**config.mk**
```make
export PLATFORM = sky130hd
export DESIGN_NAME = serial_frame_receiver
export DESIGN_NICKNAME = d
export VERILOG_FILES = /design/src/rtl/serial_frame_receiver.sv
export SDC_FILE = /design/constraint.sdc
export NUM_CORES = 1
export LEC_CHECK = 0
export ABC_AREA = 1
export CAP_MARGIN = 20
export CORE_MARGIN = 1
export CORE_UTILIZATION = 49
export CTS_CLUSTER_DIAMETER = 200
export CTS_CLUSTER_SIZE = 20
export DETAILED_ROUTE_END_ITERATION = 8
export PLACE_DENSITY_LB_ADDON = 0.08
export SYNTH_ARGS = -nofsm -noshare
export SYNTH_HDL_FRONTEND = slang
export SYNTH_SLANG_ARGS = --single-unit
```
**constraint.sdc**
```tcl
create_clock -name clk -period 2.72 [get_ports clk]
set_input_delay 0.544 -clock clk [delete_from_list [all_inputs] [get_ports clk]]
set_output_delay 0.544 -clock clk [all_outputs]
set_load 0.01 [all_outputs]
```
**src/rtl/serial_frame_receiver.sv**
```systemverilog
// Receive-side deframer for the acquisition serial readout link: rebuilds the
// timestamp and bank-addressed memory words from the MSB-first bit stream.
module serial_frame_receiver #(
    parameter int unsigned TS_W      = 30,
    parameter int unsigned WORD_W    = 16,
    parameter int unsigned MAX_WORDS = 200,
    parameter int unsigned IDX_W     = 8
) (
    input  logic              clk,
    input  logic              reset,
    input  logic              rx_frame,
    input  logic              rx_valid,
    input  logic              rx_sel,
    input  logic              rx_bit,
    output logic [TS_W-1:0]   ts_out,
    output logic              ts_valid,
    output logic [WORD_W-1:0] word_out,
    output logic [IDX_W-1:0]  word_idx,
    output logic              word_valid,
    output logic              bank_done,
    output logic              frame_done,
    output logic [IDX_W+1:0]  word_count,
    output logic              err_ts,
    output logic              err_partial,
    output logic              busy
);
    localparam int unsigned SH_W  = (TS_W > WORD_W) ? TS_W : WORD_W;
    localparam int unsigned CNT_W = $clog2(SH_W + 1);
    localparam int unsigned WC_W  = IDX_W + 2;

    typedef enum logic [1:0] {IDLE, TS, DATA, DONE} state_t;

    state_t            state_q, state_d;
    logic [SH_W-1:0]   shreg_q, shreg_d, shifted;
    logic [CNT_W-1:0]  bitcnt_q, bitcnt_d;
    logic [IDX_W-1:0]  idx_q, idx_d;
    logic [WC_W-1:0]   wcnt_q, wcnt_d;
    logic              armed_q, armed_d;
    logic              ts_bit, data_bit, last_idx;

    logic [TS_W-1:0]   ts_out_d;
    logic [WORD_W-1:0] word_out_d;
    logic [IDX_W-1:0]  word_idx_d;
    logic [WC_W-1:0]   word_count_d;
    logic              ts_valid_d, word_valid_d, bank_done_d, frame_done_d;
    logic              err_ts_d, err_partial_d, busy_d;

    assign shifted  = {shreg_q[SH_W-2:0], rx_bit};
    assign last_idx = (idx_q == IDX_W'(MAX_WORDS - 1));

    // Next-state and registered-output computation
    always_comb begin
        state_d       = state_q;
        shreg_d       = shreg_q;
        bitcnt_d      = bitcnt_q;
        idx_d         = idx_q;
        wcnt_d        = wcnt_q;
        // A frame interrupted by reset is skipped until the link goes quiet
        armed_d       = armed_q | ~rx_frame;
        ts_bit        = 1'b0;
        data_bit      = 1'b0;
        ts_out_d      = ts_out;
        ts_valid_d    = 1'b0;
        word_out_d    = word_out;
        word_idx_d    = word_idx;
        word_valid_d  = 1'b0;
        bank_done_d   = 1'b0;
        frame_done_d  = 1'b0;
        word_count_d  = word_count;
        err_ts_d      = err_ts;
        err_partial_d = err_partial;

        unique case (state_q)
            IDLE: begin
                if (armed_q && rx_frame && rx_valid) begin
                    bitcnt_d = '0;
                    if (!rx_sel) begin
                        state_d = TS;
                        ts_bit  = 1'b1;
                    end else begin
                        err_ts_d = 1'b1;
                        state_d  = DATA;
                        data_bit = 1'b1;
                    end
                end
            end
            TS: begin
                if (!rx_frame) begin
                    // A truncated timestamp is a timestamp error, not a partial word
                    err_ts_d = 1'b1;
                    bitcnt_d = '0;
                    state_d  = DONE;
                end else if (rx_valid && !rx_sel) begin
                    ts_bit = 1'b1;
                end else if (rx_valid && rx_sel) begin
                    err_ts_d = 1'b1;
                    bitcnt_d = '0;
                    state_d  = DATA;
                    data_bit = 1'b1;
                end
            end
            DATA: begin
                data_bit = rx_valid & rx_sel;
                if (!rx_frame) begin
                    state_d = DONE;
                end
            end
            DONE: begin
                frame_done_d = 1'b1;
                if (bitcnt_q != '0) begin
                    err_partial_d = 1'b1;
                end
                idx_d    = '0;
                bitcnt_d = '0;
                wcnt_d   = '0;
                state_d  = IDLE;
            end
            default: state_d = IDLE;
        endcase

        if (ts_bit) begin
            shreg_d = shifted;
            if (bitcnt_d == CNT_W'(TS_W - 1)) begin
                ts_out_d   = TS_W'(shifted);
                ts_valid_d = 1'b1;
                bitcnt_d   = '0;
                state_d    = DATA;
            end else begin
                bitcnt_d = bitcnt_d + CNT_W'(1);
            end
        end

        if (data_bit) begin
            shreg_d = shifted;
            if (bitcnt_d == CNT_W'(WORD_W - 1)) begin
                word_out_d   = WORD_W'(shifted);
                word_idx_d   = idx_q;
                word_valid_d = 1'b1;
                bank_done_d  = last_idx;
                idx_d        = last_idx ? '0 : idx_q + IDX_W'(1);
                wcnt_d       = wcnt_q + WC_W'(1);
                word_count_d = wcnt_q + WC_W'(1);
                bitcnt_d     = '0;
            end else begin
                bitcnt_d = bitcnt_d + CNT_W'(1);
            end
        end

        busy_d = (state_d != IDLE);
    end

    always_ff @(posedge clk or negedge reset) begin
        if (!reset) begin
            state_q     <= IDLE;
            shreg_q     <= '0;
            bitcnt_q    <= '0;
            idx_q       <= '0;
            wcnt_q      <= '0;
            armed_q     <= 1'b0;
            ts_out      <= '0;
            ts_valid    <= 1'b0;
            word_out    <= '0;
            word_idx    <= '0;
            word_valid  <= 1'b0;
            bank_done   <= 1'b0;
            frame_done  <= 1'b0;
            word_count  <= '0;
            err_ts      <= 1'b0;
            err_partial <= 1'b0;
            busy        <= 1'b0;
        end else begin
            state_q     <= state_d;
            shreg_q     <= shreg_d;
            bitcnt_q    <= bitcnt_d;
            idx_q       <= idx_d;
            wcnt_q      <= wcnt_d;
            armed_q     <= armed_d;
            ts_out      <= ts_out_d;
            ts_valid    <= ts_valid_d;
            word_out    <= word_out_d;
            word_idx    <= word_idx_d;
            word_valid  <= word_valid_d;
            bank_done   <= bank_done_d;
            frame_done  <= frame_done_d;
            word_count  <= word_count_d;
            err_ts      <= err_ts_d;
            err_partial <= err_partial_d;
            busy        <= busy_d;
        end
    end
endmodule

```
# After elaboration in Yosys (flattened, before gate mapping)
# Cells that the tools add are included.
# totals
wordCells	99
out_inout_bits	71
register_bits	126
in_bits	6
# classes
n_eq_ne	10
bitwise_logic	3
n_addsub	4
muxes	51
n_reduce_logical	14
# op_table
operator	n
$mux 29	2
$mux 5	8
$mux 8	4
$mux 10	3
$mux 1	21
$mux 2	8
$pmux 5 s3	1
$add 10x1->10 const B	1
$add 5x1->5 const B	2
$add 8x1->8 const B	1
$eq 8x8->1 const B	1
$pmux 2 s4	1
$ne 3x3->1 const B	2
$reduce_and 2->1	3
$reduce_bool 2->1	3
$eq 5x4->1 const B	1
$eq 5x5->1 const B	1
$reduce_and 5->1	1
$reduce_bool 5->1	1
$eq 2x2->1 const B	2
$logic_and 1x1->1	4
$ne 2x2->1 const B	2
$pmux 1 s2	2
$pmux 1 s3	1
6 further kinds	6

# Logic depth before layout (Yosys ltp)
# logic_depth
word_depth	11
mapped_depth	23
ltp_nobuf	20

# Worst setup path before layout
# OpenSTA, ideal clock, no wires.
# synth_path
path_kind	input -> register
start	in rx_frame
end	reg word_idx[5]
t_required_ns	2.588
setup_time_ns	0.132
n_path_buf	4
arrival_time_ns	2.800
setup_slack_ns	-0.212
path_stages	21
cell_sequence	buf_4 -> nand3_1 -> nand3_1 -> nand3_2 -> ha_1 -> nand2_1 -> nor2_1 -> nand3_2 -> buf_2 -> inv_1 -> nor2_1 -> ha_1 -> inv_1 -> nor2_1 -> inv_1 -> nor2_1 -> nand3_2 -> buf_6 -> buf_6 -> nand2_1 -> o21ai_0
# synth_via
elab_chain_len	9
word_cells_on_any_way	17
classes_between	add/sub (1); eq/ne (2); mux (11); reduce/logical (3)
# synth_rtl
element	line_no	rtl
from (decl)	11	input logic rx_frame,
$logic_and 1x1->1 (2 in series)	75	if (armed_q && rx_frame && rx_valid) begin
$mux 5	75	
$pmux 5 s3	73	unique case (state_q)
$add 5x1->5 / $eq 5x5->1 (equally long branches)	129, 123	
$mux 5	123	if (bitcnt_d == CNT_W'(TS_W - 1)) begin
$mux 5	121	if (ts_bit) begin
$eq 5x4->1	135	if (bitcnt_d == CNT_W'(WORD_W - 1)) begin
$reduce_and 2->1 (no line) *	--	
to (signal assigned)	181	word_idx <= word_idx_d;
to (decl)	18	output logic [IDX_W-1:0] word_idx,
# Mark *: on every way between the ends. The rest lies on a longest branch, timed or not.
# A chain may end at the register's enable or synchronous reset.

# Worst setup path in the final report
# layout_path
start	reg state_q[0]
end	reg word_count[0]
# layout_via
elab_chain_len	7
word_cells_on_any_way	13
classes_between	add/sub (1); eq/ne (5); mux (5); reduce/logical (2)
# layout_rtl
element	line_no	rtl
from (decl)	33	state_t state_q, state_d;
from (signal assigned)	172	state_q <= state_d;
$eq 2x2->1, or another cell as far along	73	
$pmux 5 s3	73	
$add 5x1->5 / $eq 5x5->1 (equally long branches)	129, 123	
$mux 5	123	
$mux 5	121	
$eq 5x4->1	135	
$reduce_and 2->1 (no line) *	--	
to (signal assigned)	185	word_count <= word_count_d;
to (decl)	22	output logic [IDX_W+1:0] word_count,
# Marks and branches as above.

==> impl_metrics.py <==
metrics = {
    "power_and_ir_drop": {
        "seq_power_share_pct": 40.0,
        "power_switching_share_pct": 29.10,
        "clock_power_share_pct": 40.0,
        "p_switching_mw": 1.656,
        "p_int_mw": 4.035,
        "pwr-share-comb_pct": 20.0,
        "irDropWorstVdd_uv": 471.2,
        "power_density_nw_per_um2": 745.0,
        "power_leakage_nw": 3.619,
    },
    "die": {
        "die_height_um": 108.2,
        "design.core.area_um2": 10940,
        "die_x_um": 108.2,
        "fp-row-count": 38,
        "ios": 77,
        "floorplan.initialDensity_pct": 50.55,
        "dieArea_um2": 11710,
    },
    "setup_path": {
        "critical-path-top-cell-by-count": "sky130_fd_sc_hd__nor2_4",
        "worstSetupPathDepth": 20,
        "reg2regPathDepth": 20,
        "crit_family": "simple AND/OR/NAND/NOR gates",
        "path_cells": "inv_4 -> nor2_4 -> nand3_4 -> nand2_4 -> nand2_4 -> ha_4 -> nand2_2 -> nor2_2 -> nand3_2 -> inv_2 -> nor2_4 -> ha_2 -> inv_2 -> nor2_4 -> buf_6 -> nand4_4 -> nor2_4 -> buf_12 -> nand3b_1 -> nand2_1",
        "worst-endpoint-required_ns": 3.07,
        "timing.critical_path.slowest_cell_delay_ns": 0.41,
        "worst_ep_arrival_time_ns": 3.04,
        "worst-path-max-fanout": 6,
        "critical_path_buf_inv_count": 5,
        "worst_setup_path_end_kind": "flop",
        "timing_worst_setup_path_type": "flop to flop",
        "worstSetupStartpointType": "flop",
        "critical-path-slowest-cell": "sky130_fd_sc_hd__dfrtp_2",
    },
    "timing": {
        "timing.final.max_slew_violations": 0,
        "grt_setup_unrepaired": "yes",
        "setup_viol": 0,
        "setup_tns_ns": 0,
        "worst_slew_margin_relative_to_its_limit_pct": 60.12,
        "min_period_ns": 2.681,
        "worst_path_setup_slack_after_routing_ns": 0.03909,
        "final.period_utilization_pct": 98.56,
        "maximum_clock_skew_at_final_layout_ns": 0.01071,
        "final-hold-violation-count": 0,
        "max_freq_mhz": 373.0,
        "tightestPinTransition_ns": 0.5982,
    },
    "clocking": {
        "clock_tree.root_cell": "sky130_fd_sc_hd__clkbuf_16",
        "numClockSinks": 126,
        "clock_tree.buffer_depth": 2,
        "cts.reportedPaths.clkPinSlew_ns": 0.05,
        "cts_hold_repair.buffers": 0,
        "cts.htree.levels": 4,
        "tritoncts.num_buffers": 17,
        "tritoncts": "yes",
        "clkLatencyLatePin_ns": 0.42,
    },
    "final_layout": {
        "drive_gt1_share_pct": 19.01,
        "num_antenna_cells": 0,
        "mostFrequentLayoutCells": "172 x sky130_fd_sc_hd__nand2_1, 124 x sky130_fd_sc_hd__dfrtp_1, 72 x sky130_fd_sc_hd__clkdlybuf4s50_1",
        "num-fill-cells": 870,
        "fin_nets": 745,
        "final_cell_count_no_fill": 887,
        "layout.cells.most_common": "sky130_fd_sc_hd__nand2_1",
        "final_util_pct": 69.85,
        "area.growth.synth_to_final_pct": 38.18,
        "finalInstanceArea_um2": 7639,
    },
    "logic_synthesis": {
        "syn-mean-instance-area_um2": 9.018,
        "synth.top_cells.by_area": "sky130_fd_sc_hd__dfrtp_1 57%, sky130_fd_sc_hd__nand2_1 12%, sky130_fd_sc_hd__o21ai_0 6.3%, sky130_fd_sc_hd__inv_1 4.3%, sky130_fd_sc_hd__nand3_1 3.9%",
        "synth-seq-area-share_pct": 57.04,
        "synth_nets": 623,
        "synth-async-reset-ratio_pct": 100.0,
        "yosys_most_used_dff": "sky130_fd_sc_hd__dfrtp_1",
        "mappedNetlistArea_um2": 5528,
        "synth.distinct_cells": 37,
        "postSynthCellCount": 613,
        "synth_warnings": 0,
        "synth_enable_flop_cells": 0,
        "postSynthRegisterBits": 126,
        "yosys.area.top_type_share_pct": 57.04,
        "synthDominantAreaCellType": "sky130_fd_sc_hd__dfrtp_1",
    },
    "routing": {
        "final_antenna_net_count": 0,
        "vias": 4610,
        "detail_route.iter0.violations": 355,
        "wl_per_cell_um": 15.45,
        "total_wire_length_mm": 13.70,
        "vias_per_cell": 5.197,
        "drc_errors": 0,
        "initial_drt_pass_iterations": 5,
    },
    "place": {
        "gp_congestion": 0.8572,
        "dpl_cell_area_um2": 6641,
        "post-place-ws_ns": -0.4991,
        "placed_cells_incl_taps": 835,
        "place.detailed.hpwl_mm": 8.080,
        "numPortBuffers": 76,
    },
    "global_route": {
        "grt_antenna_before_repair": 0,
        "track_usage_pct": 23.53,
        "grt_overflow": 0,
        "grt_max_degree": 48,
        "grt_pass1_vias": 4395,
        "grt_pass1_wl_mm": 20.99,
    },
    "run": {
        "max_cap_viol_count": 0,
    },
    "min_path": {
        "timing.hold.worst.class": "input pin to async pin",
    },
    "status": {
        "outcome": "completed",
    },
}
power groups by stage:
| stage | Clock (mW) | Sequential [mW] | Combinational, mW |
|---|---|---|---|
| after floorplan | 0 | 2.26 | 0.618 |
| after global placement | 0 | 2.29 | 0.939 |
| after detailed placement | 0 | 2.30 | 0.963 |
| after CTS | 2.31 | 2.27 | 0.976 |
| after global routing | 2.40 | 2.30 | 1.26 |
| final | 2.27 | 2.28 | 1.14 |
synthesized netlist by cell type (all sizes together), types with 4 or more instances:
master and instances:
nand2 180, dfrtp 126, o21ai 85, inv 67
nand3 60, nor2 31, buf 15, clkbuf 13
xor2 7, a21oi 5, ha 4, nand4 4
state kept, by name, summed over array words and instances, names as in the netlist:
name and count:
shreg_q 29, ts_out 30, bitcnt_q 5, word_out 16
frame_done 1, armed_q 1, ts_valid 1, err_partial 1
bank_done 1, state_q 2, word_count 10, err_ts 1
word_idx 8, wcnt_q 10, busy 1, word_valid 1
idx_q 8
worst reg2reg max path, stage by stage, from the launching register on:
cell                       delay (ns)
sky130_fd_sc_hd__dfrtp_2         0.41
sky130_fd_sc_hd__inv_4           0.07
sky130_fd_sc_hd__nor2_4          0.18
sky130_fd_sc_hd__nand3_4         0.11
sky130_fd_sc_hd__nand2_4         0.10
sky130_fd_sc_hd__nand2_4         0.06
sky130_fd_sc_hd__ha_4            0.17
sky130_fd_sc_hd__nand2_2         0.08
sky130_fd_sc_hd__nor2_2          0.04
sky130_fd_sc_hd__nand3_2         0.07
sky130_fd_sc_hd__inv_2           0.05
sky130_fd_sc_hd__nor2_4          0.09
sky130_fd_sc_hd__ha_2            0.18
sky130_fd_sc_hd__inv_2           0.05
sky130_fd_sc_hd__nor2_4          0.12
sky130_fd_sc_hd__buf_6           0.11
sky130_fd_sc_hd__nand4_4         0.11
sky130_fd_sc_hd__nor2_4          0.24
sky130_fd_sc_hd__buf_12          0.15
sky130_fd_sc_hd__nand3b_1        0.11
sky130_fd_sc_hd__nand2_1         0.11
per-layer routing:
| metal | wire [um] | track usage (%) | vias up |
|---|---|---|---|
| met5 | 0 | 0 | - |
| met2 | 6751 | 37.53 | 119 |
| li1 | - | - | 2200 |
| met1 | 6059 | 29.53 | 2273 |
| met4 | 140 | 8.317 | 0 |
| met3 | 752 | 8.439 | 18 |
per-stage QoR:
stage	total power, mW	hold WS, ns
3_3_place_gp	3.231	0.4570
4_1_cts	5.558	0.1429
3_5_place_dp	3.258	0.4587
6_report	5.691	0.1275
5_1_grt	5.956	0.1712
2_1_floorplan	2.875	0.2484
final cells by class:
type / instances / area, um2 / share of cell area (%)
clock buffer: 20 / 446.7 / 5.848
clock inverter: 11 / 142.6 / 1.867
inverter: 67 / 256.5 / 3.358
multi-input combinational: 392 / 2054 / 26.90
sequential: 126 / 3156 / 41.31
tap: 140 / 175.2 / 2.293
timing repair buffer: 131 / 1408 / 18.43
worst paths after layout:
path                                       from                        end  slack, ns
hold / removal                            reset       frame_done$_DFF_PN0_       0.13
hold reg to reg              err_ts$_DFFE_PN0P_         err_ts$_DFFE_PN0P_       0.47
min in group clk             err_ts$_DFFE_PN0P_         err_ts$_DFFE_PN0P_       0.47
max in group asynchronous                 reset      ts_out[7]$_DFFE_PN0P_       1.93
setup reg to reg           state_q[0]$_DFF_PN0_  word_count[0]$_DFFE_PN0P_       0.04
setup / recovery           state_q[0]$_DFF_PN0_  word_count[0]$_DFFE_PN0P_       0.04
kinds of logic after synthesis:
logic type                 Yosys count  share of synthesized area (%)
DFF                                126                          57.04
AOI/OAI and AO/OA                   96                          9.235
buffers and inverters               95                          7.718
xor gates and xnor gates             8                          1.268
adders and majority gates            4                         0.9054
and+or+nand+nor                    284                          23.83
what timing repair did:
action	4_1_cts	5_1_grt
resized for setup	7	23
setup buffers	0	13
pin swaps	0	24
cloned	1	7
endpoints found under the setup margin	53	55
No activity file was read; power rests on OpenSTA's default activity.
